[src/rtl/hv_abist_seq_pkg.sv]
// ---------------------------------------------------------------------------
// hv_abist_pkg
// Shared types and constants for the HV analog BIST sequencer.
//   abist_st_e       : sequencer FSM state encoding
//   CLK_M            : system clock frequency in MHz, used to derive the
//                      default timeout values below
//   DEF_STIM_TMO     : default stimulus window (70 us)
//   DEF_REL_TMO_MIN  : shortest sensible release wait (1 us)
//   DEF_REL_TMO      : default release wait (4 us)
// ---------------------------------------------------------------------------
package hv_abist_pkg;

    typedef enum logic [2:0] {
        IDLE = 3'd0,
        SEL  = 3'd1,
        STIM = 3'd2,
        REL  = 3'd3,
        DONE = 3'd4
    } abist_st_e;

    localparam int CLK_M           = 16;
    localparam int DEF_STIM_TMO    = 70 * CLK_M;
    localparam int DEF_REL_TMO_MIN = 1 * CLK_M;
    localparam int DEF_REL_TMO     = 4 * CLK_M;

endpackage

[src/rtl/hv_abist_seq_if.sv]
// ---------------------------------------------------------------------------
// hv_abist_seq_if
// Bundles the control, configuration, analog-response and result signals of
// the HV analog BIST sequencer.
//   slave  modport : the sequencer (inputs i_*, outputs o_*)
//   master modport : whoever drives the sequencer (system controller / bench)
// Signals:
//   i_bist_en      level enable; low aborts a running sequence
//   i_item_mask    1 = skip item
//   i_stim_tmo     per-item STIM window length, item k at [k*CNT_W +: CNT_W]
//   i_rel_tmo      per-item max release wait, same packing
//   i_flt          fault/response flags of analog items 0..ITEM_NUM-2
//   i_adc_data     ADC samples, channel c at [c*ADC_DW +: ADC_DW]
//   i_adc_lo/hi    inclusive ADC window bounds
//   o_bist_stim    one-hot stimulus to the analog block
//   o_bist_status  1 = item not passed
//   o_rel_err      1 = fault did not release in time
//   o_cur_item     active item index, ITEM_NUM when done
//   o_busy         sequence running
//   o_lbist_en     hand-off to logic BIST
//   o_dbg_state    current FSM state
//
// Handshake: there is no valid/ready pair. i_bist_en is a level request that
// must stay high for the whole run; o_busy is high while the request is being
// served and o_lbist_en rises once it has completed. Dropping i_bist_en at any
// time withdraws the request and the sequencer returns to IDLE on the next
// edge. Mask and timeout inputs must be static while o_busy is high.
// ---------------------------------------------------------------------------
interface hv_abist_seq_if #(
    parameter int ITEM_NUM = 6,
    parameter int CNT_W    = 12,
    parameter int ADC_DW   = 10,
    parameter int ADC_CH   = 2
);
    import hv_abist_pkg::*;

    localparam int SEL_W = $clog2(ITEM_NUM + 1);

    logic                       i_bist_en;
    logic [ITEM_NUM-1:0]        i_item_mask;
    logic [ITEM_NUM*CNT_W-1:0]  i_stim_tmo;
    logic [ITEM_NUM*CNT_W-1:0]  i_rel_tmo;
    logic [ITEM_NUM-2:0]        i_flt;
    logic [ADC_CH*ADC_DW-1:0]   i_adc_data;
    logic [ADC_DW-1:0]          i_adc_lo;
    logic [ADC_DW-1:0]          i_adc_hi;
    logic [ITEM_NUM-1:0]        o_bist_stim;
    logic [ITEM_NUM-1:0]        o_bist_status;
    logic [ITEM_NUM-1:0]        o_rel_err;
    logic [SEL_W-1:0]           o_cur_item;
    logic                       o_busy;
    logic                       o_lbist_en;
    abist_st_e                  o_dbg_state;

    modport slave (
        input  i_bist_en, i_item_mask, i_stim_tmo, i_rel_tmo, i_flt,
               i_adc_data, i_adc_lo, i_adc_hi,
        output o_bist_stim, o_bist_status, o_rel_err, o_cur_item,
               o_busy, o_lbist_en, o_dbg_state
    );

    modport master (
        output i_bist_en, i_item_mask, i_stim_tmo, i_rel_tmo, i_flt,
               i_adc_data, i_adc_lo, i_adc_hi,
        input  o_bist_stim, o_bist_status, o_rel_err, o_cur_item,
               o_busy, o_lbist_en, o_dbg_state
    );

endinterface

[src/rtl/hv_adc_win_chk.sv]
// ---------------------------------------------------------------------------
// hv_adc_win_chk
// Combinational multi-channel ADC window compare.
//   i_adc_data : ADC_CH samples, channel c at [c*ADC_DW +: ADC_DW]
//   i_adc_lo   : inclusive lower bound (unsigned)
//   i_adc_hi   : inclusive upper bound (unsigned)
//   o_adc_ok   : 1 when every channel lies inside [lo, hi]
// ---------------------------------------------------------------------------
module hv_adc_win_chk #(
    parameter int ADC_DW = 10,
    parameter int ADC_CH = 2
) (
    input  logic [ADC_CH*ADC_DW-1:0] i_adc_data,
    input  logic [ADC_DW-1:0]        i_adc_lo,
    input  logic [ADC_DW-1:0]        i_adc_hi,
    output logic                     o_adc_ok
);

    logic [ADC_DW-1:0] sample;

    always_comb begin
        o_adc_ok = 1'b1;
        sample   = '0;
        for (int c = 0; c < ADC_CH; c++) begin
            sample = i_adc_data[c*ADC_DW +: ADC_DW];
            if ((sample < i_adc_lo) || (sample > i_adc_hi)) begin
                o_adc_ok = 1'b0;
            end
        end
    end

endmodule

[src/rtl/hv_abist_seq.sv]
// ---------------------------------------------------------------------------
// hv_abist_seq
// HV analog BIST sequencer. Walks the ITEM_NUM self-test items in index
// order; for each unmasked item it drives a stimulus window, records whether
// the item responded, then waits for the response to release. Items that
// never respond are re-stimulated up to RETRY_NUM extra times. The last item
// is the ADC window check, whose response is the combinational adc_ok.
// When every item has been visited, the sequencer parks in DONE and hands
// off to logic BIST.
// Ports:
//   i_clk    system clock
//   i_rst_n  asynchronous active-low reset
//   bus      hv_abist_seq_if slave modport (enable, mask, timeouts,
//            analog flags, ADC samples in; stimulus, status, errors,
//            progress, busy, lbist hand-off and FSM state out)
// ---------------------------------------------------------------------------
module hv_abist_seq
    import hv_abist_pkg::*;
#(
    parameter int ITEM_NUM  = 6,
    parameter int CNT_W     = 12,
    parameter int ADC_DW    = 10,
    parameter int ADC_CH    = 2,
    parameter int RETRY_NUM = 1
) (
    input  logic          i_clk,
    input  logic          i_rst_n,
    hv_abist_seq_if.slave bus
);

    localparam int SEL_W = $clog2(ITEM_NUM + 1);
    localparam int IDX_W = (ITEM_NUM > 1) ? $clog2(ITEM_NUM) : 1;
    localparam int RTY_W = (RETRY_NUM > 0) ? $clog2(RETRY_NUM + 1) : 1;

    localparam logic [SEL_W-1:0] SEL_END  = SEL_W'(ITEM_NUM);
    localparam logic [SEL_W-1:0] SEL_ADC  = SEL_W'(ITEM_NUM - 1);
    localparam logic [CNT_W-1:0] CNT_MAX  = '1;

    // ---------------------------------------------------------------------
    // State
    // ---------------------------------------------------------------------
    abist_st_e           state_q, state_d;
    logic [SEL_W-1:0]    sel_q, sel_d;
    logic [CNT_W-1:0]    cnt_q, cnt_d;
    logic [RTY_W-1:0]    retry_q, retry_d;
    logic [ITEM_NUM-1:0] status_q, status_d;
    logic [ITEM_NUM-1:0] rel_err_q, rel_err_d;
    logic [ITEM_NUM-1:0] stim_q, stim_d;
    logic                lbist_q, lbist_d;

    // ---------------------------------------------------------------------
    // Datapath helpers
    // ---------------------------------------------------------------------
    logic                adc_ok;
    logic [ITEM_NUM-1:0] det;
    logic [IDX_W-1:0]    idx;
    logic                det_cur;
    logic                is_adc;
    logic [CNT_W-1:0]    stim_tmo_a [ITEM_NUM];
    logic [CNT_W-1:0]    rel_tmo_a  [ITEM_NUM];
    logic [CNT_W-1:0]    stim_last;
    logic [CNT_W-1:0]    rel_last;
    logic [CNT_W-1:0]    cnt_inc;
    logic                pick_found;
    logic [SEL_W-1:0]    pick_idx;
    logic                rel_exit;
    logic                retry_ok;

    hv_adc_win_chk #(
        .ADC_DW (ADC_DW),
        .ADC_CH (ADC_CH)
    ) u_adc_win_chk (
        .i_adc_data (bus.i_adc_data),
        .i_adc_lo   (bus.i_adc_lo),
        .i_adc_hi   (bus.i_adc_hi),
        .o_adc_ok   (adc_ok)
    );

    for (genvar k = 0; k < ITEM_NUM; k++) begin : g_unpack
        assign stim_tmo_a[k] = bus.i_stim_tmo[k*CNT_W +: CNT_W];
        assign rel_tmo_a[k]  = bus.i_rel_tmo[k*CNT_W +: CNT_W];
    end

    assign det     = {adc_ok, bus.i_flt};
    assign idx     = sel_q[IDX_W-1:0];
    assign det_cur = det[idx];
    assign is_adc  = (sel_q == SEL_ADC);

    // Last counter value of each window. A programmed 0 behaves like 1, so
    // both 0 and 1 give a last value of 0 (a single-cycle window).
    assign stim_last = (stim_tmo_a[idx] == '0) ? '0 : stim_tmo_a[idx] - 1'b1;
    assign rel_last  = (rel_tmo_a[idx]  == '0) ? '0 : rel_tmo_a[idx]  - 1'b1;

    // Saturating increment: the counter never wraps back to 0.
    assign cnt_inc = (cnt_q == CNT_MAX) ? cnt_q : cnt_q + 1'b1;

    assign retry_ok = (int'(retry_q) < RETRY_NUM);

    // Lowest unmasked item at or above sel. Scanning downward lets the
    // lowest qualifying index overwrite the others, so the whole skip over
    // masked items happens in one SEL cycle.
    always_comb begin
        pick_found = 1'b0;
        pick_idx   = SEL_END;
        for (int k = ITEM_NUM - 1; k >= 0; k--) begin
            if (!bus.i_item_mask[k] && (SEL_W'(k) >= sel_q)) begin
                pick_found = 1'b1;
                pick_idx   = SEL_W'(k);
            end
        end
    end

    // ---------------------------------------------------------------------
    // FSM next state
    // ---------------------------------------------------------------------
    always_comb begin
        state_d   = state_q;
        sel_d     = sel_q;
        cnt_d     = cnt_q;
        retry_d   = retry_q;
        status_d  = status_q;
        rel_err_d = rel_err_q;
        rel_exit  = 1'b0;

        if (!bus.i_bist_en) begin
            // Abort from any state. Status and rel_err are kept; only the
            // walk position is rewound so a new enable starts at item 0.
            state_d = IDLE;
            sel_d   = '0;
            cnt_d   = '0;
            retry_d = '0;
        end else begin
            unique case (state_q)
                IDLE: begin
                    state_d = SEL;
                end

                SEL: begin
                    if (pick_found) begin
                        sel_d   = pick_idx;
                        cnt_d   = '0;
                        state_d = STIM;
                    end else begin
                        sel_d   = SEL_END;
                        state_d = DONE;
                    end
                end

                STIM: begin
                    if (det_cur) begin
                        status_d[idx] = 1'b0;
                    end
                    if (cnt_q == stim_last) begin
                        cnt_d   = '0;
                        state_d = REL;
                    end else begin
                        cnt_d = cnt_inc;
                    end
                end

                REL: begin
                    // The ADC check has nothing to release, so it leaves
                    // after one cycle and can never raise rel_err.
                    if (is_adc || !det_cur) begin
                        rel_exit = 1'b1;
                    end else if (cnt_q == rel_last) begin
                        rel_exit       = 1'b1;
                        rel_err_d[idx] = 1'b1;
                    end else begin
                        cnt_d = cnt_inc;
                    end

                    if (rel_exit) begin
                        cnt_d = '0;
                        if (status_q[idx] && retry_ok) begin
                            retry_d = retry_q + 1'b1;
                            state_d = STIM;
                        end else begin
                            retry_d = '0;
                            sel_d   = sel_q + 1'b1;
                            state_d = SEL;
                        end
                    end
                end

                DONE: begin
                    state_d = DONE;
                end

                default: begin
                    state_d = IDLE;
                end
            endcase
        end
    end

    // Stimulus and hand-off flops follow the current state one cycle later;
    // gating with the enable makes both drop on the edge right after abort.
    always_comb begin
        stim_d = '0;
        if ((state_q == STIM) && bus.i_bist_en) begin
            stim_d[idx] = 1'b1;
        end
        lbist_d = (state_q == DONE) && bus.i_bist_en;
    end

    // ---------------------------------------------------------------------
    // Registers
    // ---------------------------------------------------------------------
    always_ff @(posedge i_clk or negedge i_rst_n) begin
        if (!i_rst_n) begin
            state_q   <= IDLE;
            sel_q     <= '0;
            cnt_q     <= '0;
            retry_q   <= '0;
            status_q  <= '1;
            rel_err_q <= '0;
            stim_q    <= '0;
            lbist_q   <= 1'b0;
        end else begin
            state_q   <= state_d;
            sel_q     <= sel_d;
            cnt_q     <= cnt_d;
            retry_q   <= retry_d;
            status_q  <= status_d;
            rel_err_q <= rel_err_d;
            stim_q    <= stim_d;
            lbist_q   <= lbist_d;
        end
    end

    // ---------------------------------------------------------------------
    // Outputs
    // ---------------------------------------------------------------------
    assign bus.o_bist_stim   = stim_q;
    assign bus.o_bist_status = status_q;
    assign bus.o_rel_err     = rel_err_q;
    assign bus.o_cur_item    = sel_q;
    assign bus.o_busy        = (state_q != IDLE) && (state_q != DONE);
    assign bus.o_lbist_en    = lbist_q;
    assign bus.o_dbg_state   = state_q;

endmodule
[src/flat_wrapper.sv]
// flat-port wrapper written by rule: the top's interface ports become plain ports
module hv_abist_seq_flat import hv_abist_pkg::*;
#(
    parameter int ITEM_NUM  = 6,
    parameter int CNT_W     = 12,
    parameter int ADC_DW    = 10,
    parameter int ADC_CH    = 2,
    parameter int RETRY_NUM = 1
)
  (i_clk, i_rst_n, bus_i_bist_en, bus_i_item_mask, bus_i_stim_tmo, bus_i_rel_tmo, bus_i_flt, bus_i_adc_data, bus_i_adc_lo, bus_i_adc_hi, bus_o_bist_stim, bus_o_bist_status, bus_o_rel_err, bus_o_cur_item, bus_o_busy, bus_o_lbist_en, bus_o_dbg_state);
  hv_abist_seq_if #(.ITEM_NUM(ITEM_NUM), .CNT_W(CNT_W), .ADC_DW(ADC_DW), .ADC_CH(ADC_CH)) bus_i ();
  input  logic i_clk;
  input  logic i_rst_n;
  input wire logic [$bits(bus_i.i_bist_en)-1:0] bus_i_bist_en;
  input wire logic [$bits(bus_i.i_item_mask)-1:0] bus_i_item_mask;
  input wire logic [$bits(bus_i.i_stim_tmo)-1:0] bus_i_stim_tmo;
  input wire logic [$bits(bus_i.i_rel_tmo)-1:0] bus_i_rel_tmo;
  input wire logic [$bits(bus_i.i_flt)-1:0] bus_i_flt;
  input wire logic [$bits(bus_i.i_adc_data)-1:0] bus_i_adc_data;
  input wire logic [$bits(bus_i.i_adc_lo)-1:0] bus_i_adc_lo;
  input wire logic [$bits(bus_i.i_adc_hi)-1:0] bus_i_adc_hi;
  output wire logic [$bits(bus_i.o_bist_stim)-1:0] bus_o_bist_stim;
  output wire logic [$bits(bus_i.o_bist_status)-1:0] bus_o_bist_status;
  output wire logic [$bits(bus_i.o_rel_err)-1:0] bus_o_rel_err;
  output wire logic [$bits(bus_i.o_cur_item)-1:0] bus_o_cur_item;
  output wire logic [$bits(bus_i.o_busy)-1:0] bus_o_busy;
  output wire logic [$bits(bus_i.o_lbist_en)-1:0] bus_o_lbist_en;
  output wire logic [$bits(bus_i.o_dbg_state)-1:0] bus_o_dbg_state;
  assign bus_i.i_bist_en = bus_i_bist_en;
  assign bus_i.i_item_mask = bus_i_item_mask;
  assign bus_i.i_stim_tmo = bus_i_stim_tmo;
  assign bus_i.i_rel_tmo = bus_i_rel_tmo;
  assign bus_i.i_flt = bus_i_flt;
  assign bus_i.i_adc_data = bus_i_adc_data;
  assign bus_i.i_adc_lo = bus_i_adc_lo;
  assign bus_i.i_adc_hi = bus_i_adc_hi;
  assign bus_o_bist_stim = bus_i.o_bist_stim;
  assign bus_o_bist_status = bus_i.o_bist_status;
  assign bus_o_rel_err = bus_i.o_rel_err;
  assign bus_o_cur_item = bus_i.o_cur_item;
  assign bus_o_busy = bus_i.o_busy;
  assign bus_o_lbist_en = bus_i.o_lbist_en;
  assign bus_o_dbg_state = bus_i.o_dbg_state;
  hv_abist_seq #(.ITEM_NUM(ITEM_NUM), .CNT_W(CNT_W), .ADC_DW(ADC_DW), .ADC_CH(ADC_CH), .RETRY_NUM(RETRY_NUM)) u_core (.i_clk(i_clk), .i_rst_n(i_rst_n), .bus(bus_i));
endmodule
[config.mk]
export PLATFORM = sky130hd
export DESIGN_NAME = hv_abist_seq_flat
export DESIGN_NICKNAME = d
export VERILOG_FILES = /design/src/rtl/hv_abist_seq_pkg.sv /design/src/rtl/hv_abist_seq_if.sv /design/src/rtl/hv_adc_win_chk.sv /design/src/rtl/hv_abist_seq.sv /design/src/flat_wrapper.sv
export SDC_FILE = /design/constraint.sdc
export NUM_CORES = 1
export LEC_CHECK = 0
export BUFFER_PORTS_ARGS = -buffer_cell sky130_fd_sc_hd__buf_2
export CAP_MARGIN = 20
export CORE_ASPECT_RATIO = 0.9
export CORE_MARGIN = 2
export CORE_UTILIZATION = 50
export DETAILED_ROUTE_END_ITERATION = 8
export PLACE_DENSITY = 0.88
export SLEW_MARGIN = 20
export SYNTH_ARGS = -nofsm -noshare
export SYNTH_HDL_FRONTEND = slang
export SYNTH_SLANG_ARGS = --single-unit
[constraint.sdc]
create_clock -name i_clk -period 5.6 [get_ports i_clk]
set_input_delay 0.28 -clock i_clk [delete_from_list [all_inputs] [get_ports i_clk]]
set_output_delay 0.28 -clock i_clk [all_outputs]
set_load 0.005 [all_outputs]
* Yosys cells after proc, flatten, opt, wreduce, memory -nomap -nowiden
Cells that the tools add are included. W data, S select, Z words.
Storage, ports and cells: register bits 38, input port bits 198, output and inout port bits 26, word-level logic and storage cells 138
Cells by class: add/subtract/negate cells 5, magnitude comparators 14, equal/unequal tests 19, muxes and demuxes 56, bitwise operators 5, reductions and logical operators 31
Operators by type and width (count):
- $mux W12 | 13
- $bmux W12 S3 | 2
- $mux W3 | 12
- $pmux W12 S3 | 1
- $eq A12 B12 Y1 | 2
- $logic_not A12 Y1 | 2
- $sub A12 B1 Y12 const B | 2
- $gt A10 B10 Y1 | 2
- $lt A10 B10 Y1 | 2
- $mux W1 | 19
- $pmux W3 S5 | 1
- $add A12 B1 Y12 const B | 1
- $eq A12 B12 Y1 const B | 1
- $logic_and A1 B1 Y1 | 11
- $ne A3 B2 Y1 const B | 3
- $ne A4 B4 Y1 const B | 2
- $reduce_and A4 Y1 | 2
- $logic_not A1 Y1 | 7
- $and A6 B6 Y6 | 1
- $bmux W1 S3 | 2
- $eq A3 B2 Y1 const B | 2
- $eq A3 B3 Y1 const B | 2
- $ge A1 B3 Y1 const A | 2
- $ge A2 B3 Y1 const A | 2
- other kinds (25) | 34

* Depth between registers and ports, before layout
depth in word-level cells 14, gate-level depth with buffers 18, gate-level depth less buffers 13

* By module
A second synthesis with hierarchy kept.
Second synthesis, totals: cells, all modules 694, area, all modules 5677.9 um^2
By module, submodules not included:
- hv_abist_seq | times used 1, cells an instance 579, area an instance 4758.3 um^2, seq. area each 958.4 um^2
- hv_adc_win_chk | times used 1, cells an instance 115, area an instance 919.6 um^2, seq. area each 0.0 um^2

* Worst setup path before layout
Ideal clock, no wire load.
kind reg2reg, start register u_core.sel_q[0] (netlist: u_core.bus.o_cur_item[0]), end register u_core.sel_q[1] (netlist: u_core.bus.o_cur_item[1]), setup time 0.128 ns, arrival time 4.292 ns, data required time 5.472 ns, path slack 1.181 ns, stages on the path, launching flop included 16, path buffers 4, clock period less this slack 4.419 ns, cells stage by stage dfrtp_1 buf_2 buf_2 buf_2 mux2i_1 nor2_1 nor3_1 ha_1 clkbuf_1 or4b_2 o21ai_0 o22ai_1 or4_1 or3_1 o2111ai_1 mux2_1
Between the ends: longest elaborated chain between the ends 13, elaborated cells on any way between the ends 53, those cells by class add/sub (2); order compare (6); eq/ne (4); mux (29); bitwise (1); reduce/logical (11)
RTL lines:
- from (decl) | RTL line hv_abist_seq.sv:43 | logic [SEL_W-1:0] sel_q, sel_d;
- from (signal assigned) | RTL line hv_abist_seq.sv:222 | sel_q <= sel_d;
- $not A3 Y4 (implied by the code) | RTL line hv_abist_seq.sv:92 | assign rel_last = (rel_tmo_a[idx] == '0) ? '0 : rel_tmo_a[idx] - 1'b1;
- $bmux W12 S3 | RTL line hv_abist_seq.sv:92
- $mux W12 (implied by the code) (2 in series) | RTL line hv_abist_seq.sv:92
- $sub A12 B1 Y12 or $logic_not A12 Y1 (tied branches) | RTL line hv_abist_seq.sv:92
- $mux W12 | RTL line hv_abist_seq.sv:92
- $eq A12 B12 Y1 | RTL line hv_abist_seq.sv:166 | end else if (cnt_q == rel_last) begin
- $mux W1 | RTL line hv_abist_seq.sv:166
- $mux W1 | RTL line hv_abist_seq.sv:164 | if (is_adc || !det_cur) begin
- $mux W1 | RTL line hv_abist_seq.sv:133 | unique case (state_q)
- $mux W1 | RTL line hv_abist_seq.sv:125 | if (!bus.i_bist_en) begin
- $ne A3 B2 Y1 (no line)
- $reduce_and A3 Y1 (no line)
Several ways; a longest one is shown, not always the timed one. The select of a mux whose other input is x is not followed. A chain may end at the register's enable or synchronous reset.

* Worst setup path in the final report
start register u_core.sel_q[2] (netlist: u_core.bus.o_cur_item[2]), end register u_core.cnt_q[6]
Between the ends: longest elaborated chain between the ends 14, elaborated cells on any way between the ends 50, those cells by class add/sub (2); order compare (6); eq/ne (6); mux (24); bitwise (1); reduce/logical (11)
RTL lines:
- $not A3 Y4 (implied by the code) | RTL line hv_abist_seq.sv:91, hv_abist_seq.sv:92
- $bmux W12 S3 | RTL line hv_abist_seq.sv:92
- $mux W12 (implied by the code) (2 in series) | RTL line hv_abist_seq.sv:92
- $sub A12 B1 Y12 or $logic_not A12 Y1 (tied branches) | RTL line hv_abist_seq.sv:92
- $mux W12 | RTL line hv_abist_seq.sv:92
- $eq A12 B12 Y1 | RTL line hv_abist_seq.sv:166
- $mux W1 | RTL line hv_abist_seq.sv:166
- $mux W1 | RTL line hv_abist_seq.sv:164
- $mux W1 | RTL line hv_abist_seq.sv:133
- $mux W1 | RTL line hv_abist_seq.sv:125
- $mux W12 | RTL line hv_abist_seq.sv:173 | if (rel_exit) begin
- $pmux W12 S3 | RTL line hv_abist_seq.sv:133
- $mux W12 | RTL line hv_abist_seq.sv:125
- to (signal assigned) | RTL line hv_abist_seq.sv:223 | cnt_q <= cnt_d;
- to (decl) | RTL line hv_abist_seq.sv:44 | logic [CNT_W-1:0] cnt_q, cnt_d;
Several ways; a longest one is shown, not always the timed one. The select of a mux whose other input is x is not followed.

==> load_flow_metrics.sql <==
INSERT INTO impl_metrics (metric_group, metric, value, unit) VALUES
('route', 'firstDrtPassIters', '5', ''),
('synthesis', 'ys_seq_elements', '38', ''),
('route', 'avgRoutedWirePerCell', '18.9', 'µm'),
('floorplan', 'full_die_area', '11900', 'µm²'),
('sta', 'grt_setup_unrepaired', 'no', ''),
('synthesis', 'synth_sequential_area_ratio', '17.4', '%'),
('run_status', 'status', 'complete, no violations', ''),
('critical_path', 'cp_data_arrival_time', '5.18', 'ns'),
('global_route', 'grt_max_degree', '39', ''),
('final_layout', 'utilization', '64.1', '%'),
('floorplan', 'pin_count', '224', ''),
('clock_tree', 'cts_num_sinks', '38', ''),
('floorplan', 'initial_utilization', '51.2', '%'),
('synthesis', 'syn_nets', '932', ''),
('route', 'initialDrtViolationCount', '662', ''),
('synthesis', 'post_synth_inst_count', '690', ''),
('clock_tree', 'cts_setup_buffers', '0', ''),
('critical_path', 'worst_r2r_startpoint', 'u_core.bus.o_cur_item[2]', ''),
('pwr', 'powerDensity', '368', 'nW/µm²'),
('sta', 'layout_worst_path_cycle_share', '89.8', '%'),
('route', 'drt.antenna.violating_nets', '0', ''),
('route', 'm1WireLength', '7.72', 'mm'),
('route', 'drc', '0', ''),
('clock_tree', 'cts.repair.resized', '0', ''),
('synthesis', 'synth-warning-count', '0', ''),
('placement', 'hpwlAfterDp', '15.5', 'mm'),
('route', 'met3_wirelength', '2.16', 'mm'),
('synthesis', 'synth-edff-count', '0', ''),
('route', 'routed.top_layer', 'met4', ''),
('final_layout', 'layout_area_overhead', '25.1', '%'),
('critical_path', 'worst_setup_path_start_kind', 'register', ''),
('route', 'totalWireLength', '19.3', 'mm'),
('global_route', 'grt_overflow', '0', ''),
('sta', 'timing.final.max_slew_violations', '0', ''),
('sta', 'setup_total_negative_slack', '0', 'ns'),
('clock_tree', 'cts-root-to-sink-buffers', '2', ''),
('global_route', 'antenna_found_initial', '0', ''),
('placement', 'portBuffers', '223', ''),
('clock_tree', 'numCtsBuffers', '5', ''),
('critical_path', 'worst-path-max-fanout', '31', ''),
('placement', 'detailedPlace.worstSlack', '0.678', 'ns'),
('sta', 'final-setup-viol-count', '0', ''),
('global_route', 'via_count_of_the_first_global_routing_pass', '6211', ''),
('sta', 'worst-slew-pin-transition', '0.872', 'ns'),
('critical_path', 'regToRegSetupSlack', '0.57', 'ns'),
('run', 'drv_cap', '0', ''),
('synthesis', 'synth_cell_types', '88', ''),
('floorplan', 'chipHeight', '104', 'µm'),
('clock_tree', 'clk_root_buffer_cell', 'sky130_fd_sc_hd__clkbuf_16', ''),
('critical_path', 'element_type_at_the_critical_path_end', 'register', ''),
('clock_tree', 'post_cts_hold_buffer_count', '0', ''),
('sta', 'post-route-min-period', '5.03', 'ns'),
('synthesis', 'synthFlopType', 'sky130_fd_sc_hd__dfrtp_1', ''),
('sta', 'final.setup.worst_slack', '0.572', 'ns'),
('clock_tree', 'cts.reportedPaths.clkPinSlew', '0.06', 'ns'),
('pwr', 'power.total', '2.54', 'mW'),
('synthesis', 'synthesis.area_per_instance', '7.99', 'µm²'),
('clock_tree', 'cts_tree', 'done', ''),
('final_layout', 'num-nets-final', '1132', ''),
('sta', 'max-slew-margin-rel', '41.9', '%'),
('synthesis', 'synth.cell_area', '5510', 'µm²'),
('final_layout', 'antenna-diode-count', '0', ''),
('critical_path', 'r2r_cells', '13', ''),
('critical_path', 'worst-setup-path-type', 'register to register', ''),
('floorplan', 'coreArea', '10800', 'µm²'),
('route', 'detailroute.via_count', '6444', ''),
('synthesis', 'ys_async_sr_fraction', '100', '%'),
('min_path', 'worst_hold_path_type', 'input pin to async pin', ''),
('critical_path', 'regToRegEndpoint', 'u_core.cnt_q[6]', ''),
('floorplan', 'die_w', '115', 'µm'),
('clock_tree', 'clk-insertion-delay-late', '0.28', 'ns'),
('pwr', 'ir_worst_vdd', '0.175', 'mV'),
('sta', 'hold_viol_final', '0', ''),
('sta', 'achievable-frequency', '199', 'MHz'),
('route', 'detail_route.vias_per_cell', '6.29', ''),
('final_layout', 'post_route_cells_drive_above_1_share', '33.7', '%'),
('clock_tree', 'cts_max_level', '2', ''),
('critical_path', 'cp.required', '5.75', 'ns'),
('global_route', 'globalRouteTotalUtil', '31.3', '%'),
('placement', 'gp_congestion', '1.00', ''),
('floorplan', 'std_cell_rows', '36', ''),
('sta', 'clock-skew-final', '0.00799', 'ns'),
('route', 'route.met2.wl', '8.71', 'mm'),
('global_route', 'grt_first_pass_wirelength', '30.1', 'mm'),
('pwr', 'leakage_power', '3.30', 'nW');
==> cell type report <==
type / count / area (µm²)
clock buffers: 6 / 139
flip-flops and latches: 38 / 961
inverters: 47 / 176
fillers: 923 / 3870
well taps: 133 / 166
multi-input cells: 560 / 4170
clock inverters: 2 / 60.1
repair buffers: 238 / 1230
==> where the power goes <==
group | internal (mW) | switching [mW] | leakage, nW
Clock | 0.267 | 0.112 | 0.0971
Combinational | 0.722 | 1.07 | 2.70
Sequential | 0.295 | 0.0676 | 0.501
Total | 1.28 | 1.25 | 3.30
==> routing by layer <==
metal  up-vias  track usage (%)
met5         -                0
met4         0             13.9
met3        64             6.03
met2       418             50.0
met1      2946             40.6
li1       3016                -
==> Yosys cell counts, types with 6 or more instances <==
cell	instances	area share [%]
sky130_fd_sc_hd__inv_1	47	3.2
sky130_fd_sc_hd__ha_1	44	10
sky130_fd_sc_hd__nand2_1	44	3.0
sky130_fd_sc_hd__mux2i_1	40	7.3
sky130_fd_sc_hd__nor2_1	38	2.6
sky130_fd_sc_hd__a21oi_1	37	3.4
sky130_fd_sc_hd__o21ai_0	34	3.1
sky130_fd_sc_hd__dfrtp_1	32	15
sky130_fd_sc_hd__nor3_1	26	2.4
sky130_fd_sc_hd__nand3_1	24	2.2
sky130_fd_sc_hd__mux2_2	23	4.7
sky130_fd_sc_hd__clkbuf_1	22	1.5
sky130_fd_sc_hd__nand2b_1	15	1.7
sky130_fd_sc_hd__buf_2	13	1.2
sky130_fd_sc_hd__nand4_1	13	1.5
sky130_fd_sc_hd__a21o_1	12	1.6
sky130_fd_sc_hd__nor3b_1	11	1.5
sky130_fd_sc_hd__xnor2_1	10	1.6
sky130_fd_sc_hd__o22ai_1	9	1.0
sky130_fd_sc_hd__o21a_1	8	1.1
sky130_fd_sc_hd__o31ai_1	8	1.1
sky130_fd_sc_hd__xor2_1	7	1.1
sky130_fd_sc_hd__a211oi_1	6	0.82
sky130_fd_sc_hd__a31oi_1	6	0.68
sky130_fd_sc_hd__and3b_1	6	0.95
sky130_fd_sc_hd__dfstp_2	6	2.9
sky130_fd_sc_hd__nor4_1	6	0.68
sky130_fd_sc_hd__o2bb2ai_1	6	0.95
==> stage by stage <==
step	cell area (µm²)	instances	hold slack (ns)
after global placement	6700	1016	0.360
final	6900	1024	0.114
after global routing	6900	1024	0.193
after CTS	6900	1024	0.148
after detailed placement	6700	1016	0.364
after floorplan	5510	690	-0.0156
==> worst max path at each step <==
stage,from,slack (ns),to,depth (start not counted)
after floorplan,u_core.bus.o_cur_item[0],1.18,u_core.bus.o_cur_item[1],15
after global placement,u_core.bus.o_cur_item[2],0.83,u_core.bus.o_cur_item[1],12
after detailed placement,u_core.bus.o_cur_item[2],0.68,u_core.cnt_q[6],13
after CTS,u_core.bus.o_cur_item[2],0.66,u_core.cnt_q[6],13
after global routing,u_core.bus.o_cur_item[1],0.19,u_core.bus.o_cur_item[1],12
final,u_core.bus.o_cur_item[2],0.57,u_core.cnt_q[6],13
==> cell usage in the layout, fill, tap and decap left out, drive strengths merged, types with 6 or more instances in the layout <==
master	count
nand3	24
clkbuf	6
and3b	6
nor3b	11
mux2i	40
xor2	7
nand2b	15
inv	47
o2bb2ai	6
xnor2	10
a21oi	37
dfrtp	32
buf	238
nand2	44
o21a	8
o21ai	35
o31ai	8
nand4	13
ha	44
nor4	6
nor2	40
or2	6
mux2	26
a31oi	6
dfstp	6
a211oi	6
a21o	12
nor3	26
o22ai	9
==> cells by family (layout without fill, tap and decap cells) <==
family | count (synthesis) | in the layout | share of synthesized area (%)
AOI/OAI and AO/OA | 200 | 200 | 26.3
xor gates and xnor gates | 18 | 18 | 3.11
adders and majority gates | 44 | 44 | 9.99
buffers and inverters | 92 | 293 | 7.04
DFF | 38 | 38 | 17.4
muxes | 67 | 67 | 13.1
and+or+nand+nor | 231 | 231 | 23.1
==> sequential cells by signal, summed over array words and instances (netlist names) <==
name / cells
u_core.retry_q: 1
u_core.cnt_q: 12
u_core.bus.o_cur_item: 3
u_core.bus.o_bist_status: 6
u_core.bus.o_lbist_en: 1
u_core.bus.o_dbg_state: 3
u_core.bus.o_rel_err: 6
u_core.bus.o_bist_stim: 6
==> worst max-delay path, cell delays in order, from the launching register on <==
cell and delay, ns:
sky130_fd_sc_hd__dfrtp_2 0.75, sky130_fd_sc_hd__and2b_1 0.27, sky130_fd_sc_hd__buf_4 0.19, sky130_fd_sc_hd__a222oi_1 0.54, sky130_fd_sc_hd__o211ai_1 0.24, sky130_fd_sc_hd__or4b_4 0.53
sky130_fd_sc_hd__or4_1 0.52, sky130_fd_sc_hd__nand3_1 0.10, sky130_fd_sc_hd__xnor2_1 0.08, sky130_fd_sc_hd__a2111o_1 0.46, sky130_fd_sc_hd__o41ai_4 0.59, sky130_fd_sc_hd__buf_4 0.25
sky130_fd_sc_hd__nor4_1 0.06, sky130_fd_sc_hd__a311o_1 0.29
No activity file was read; power rests on OpenSTA's default activity.
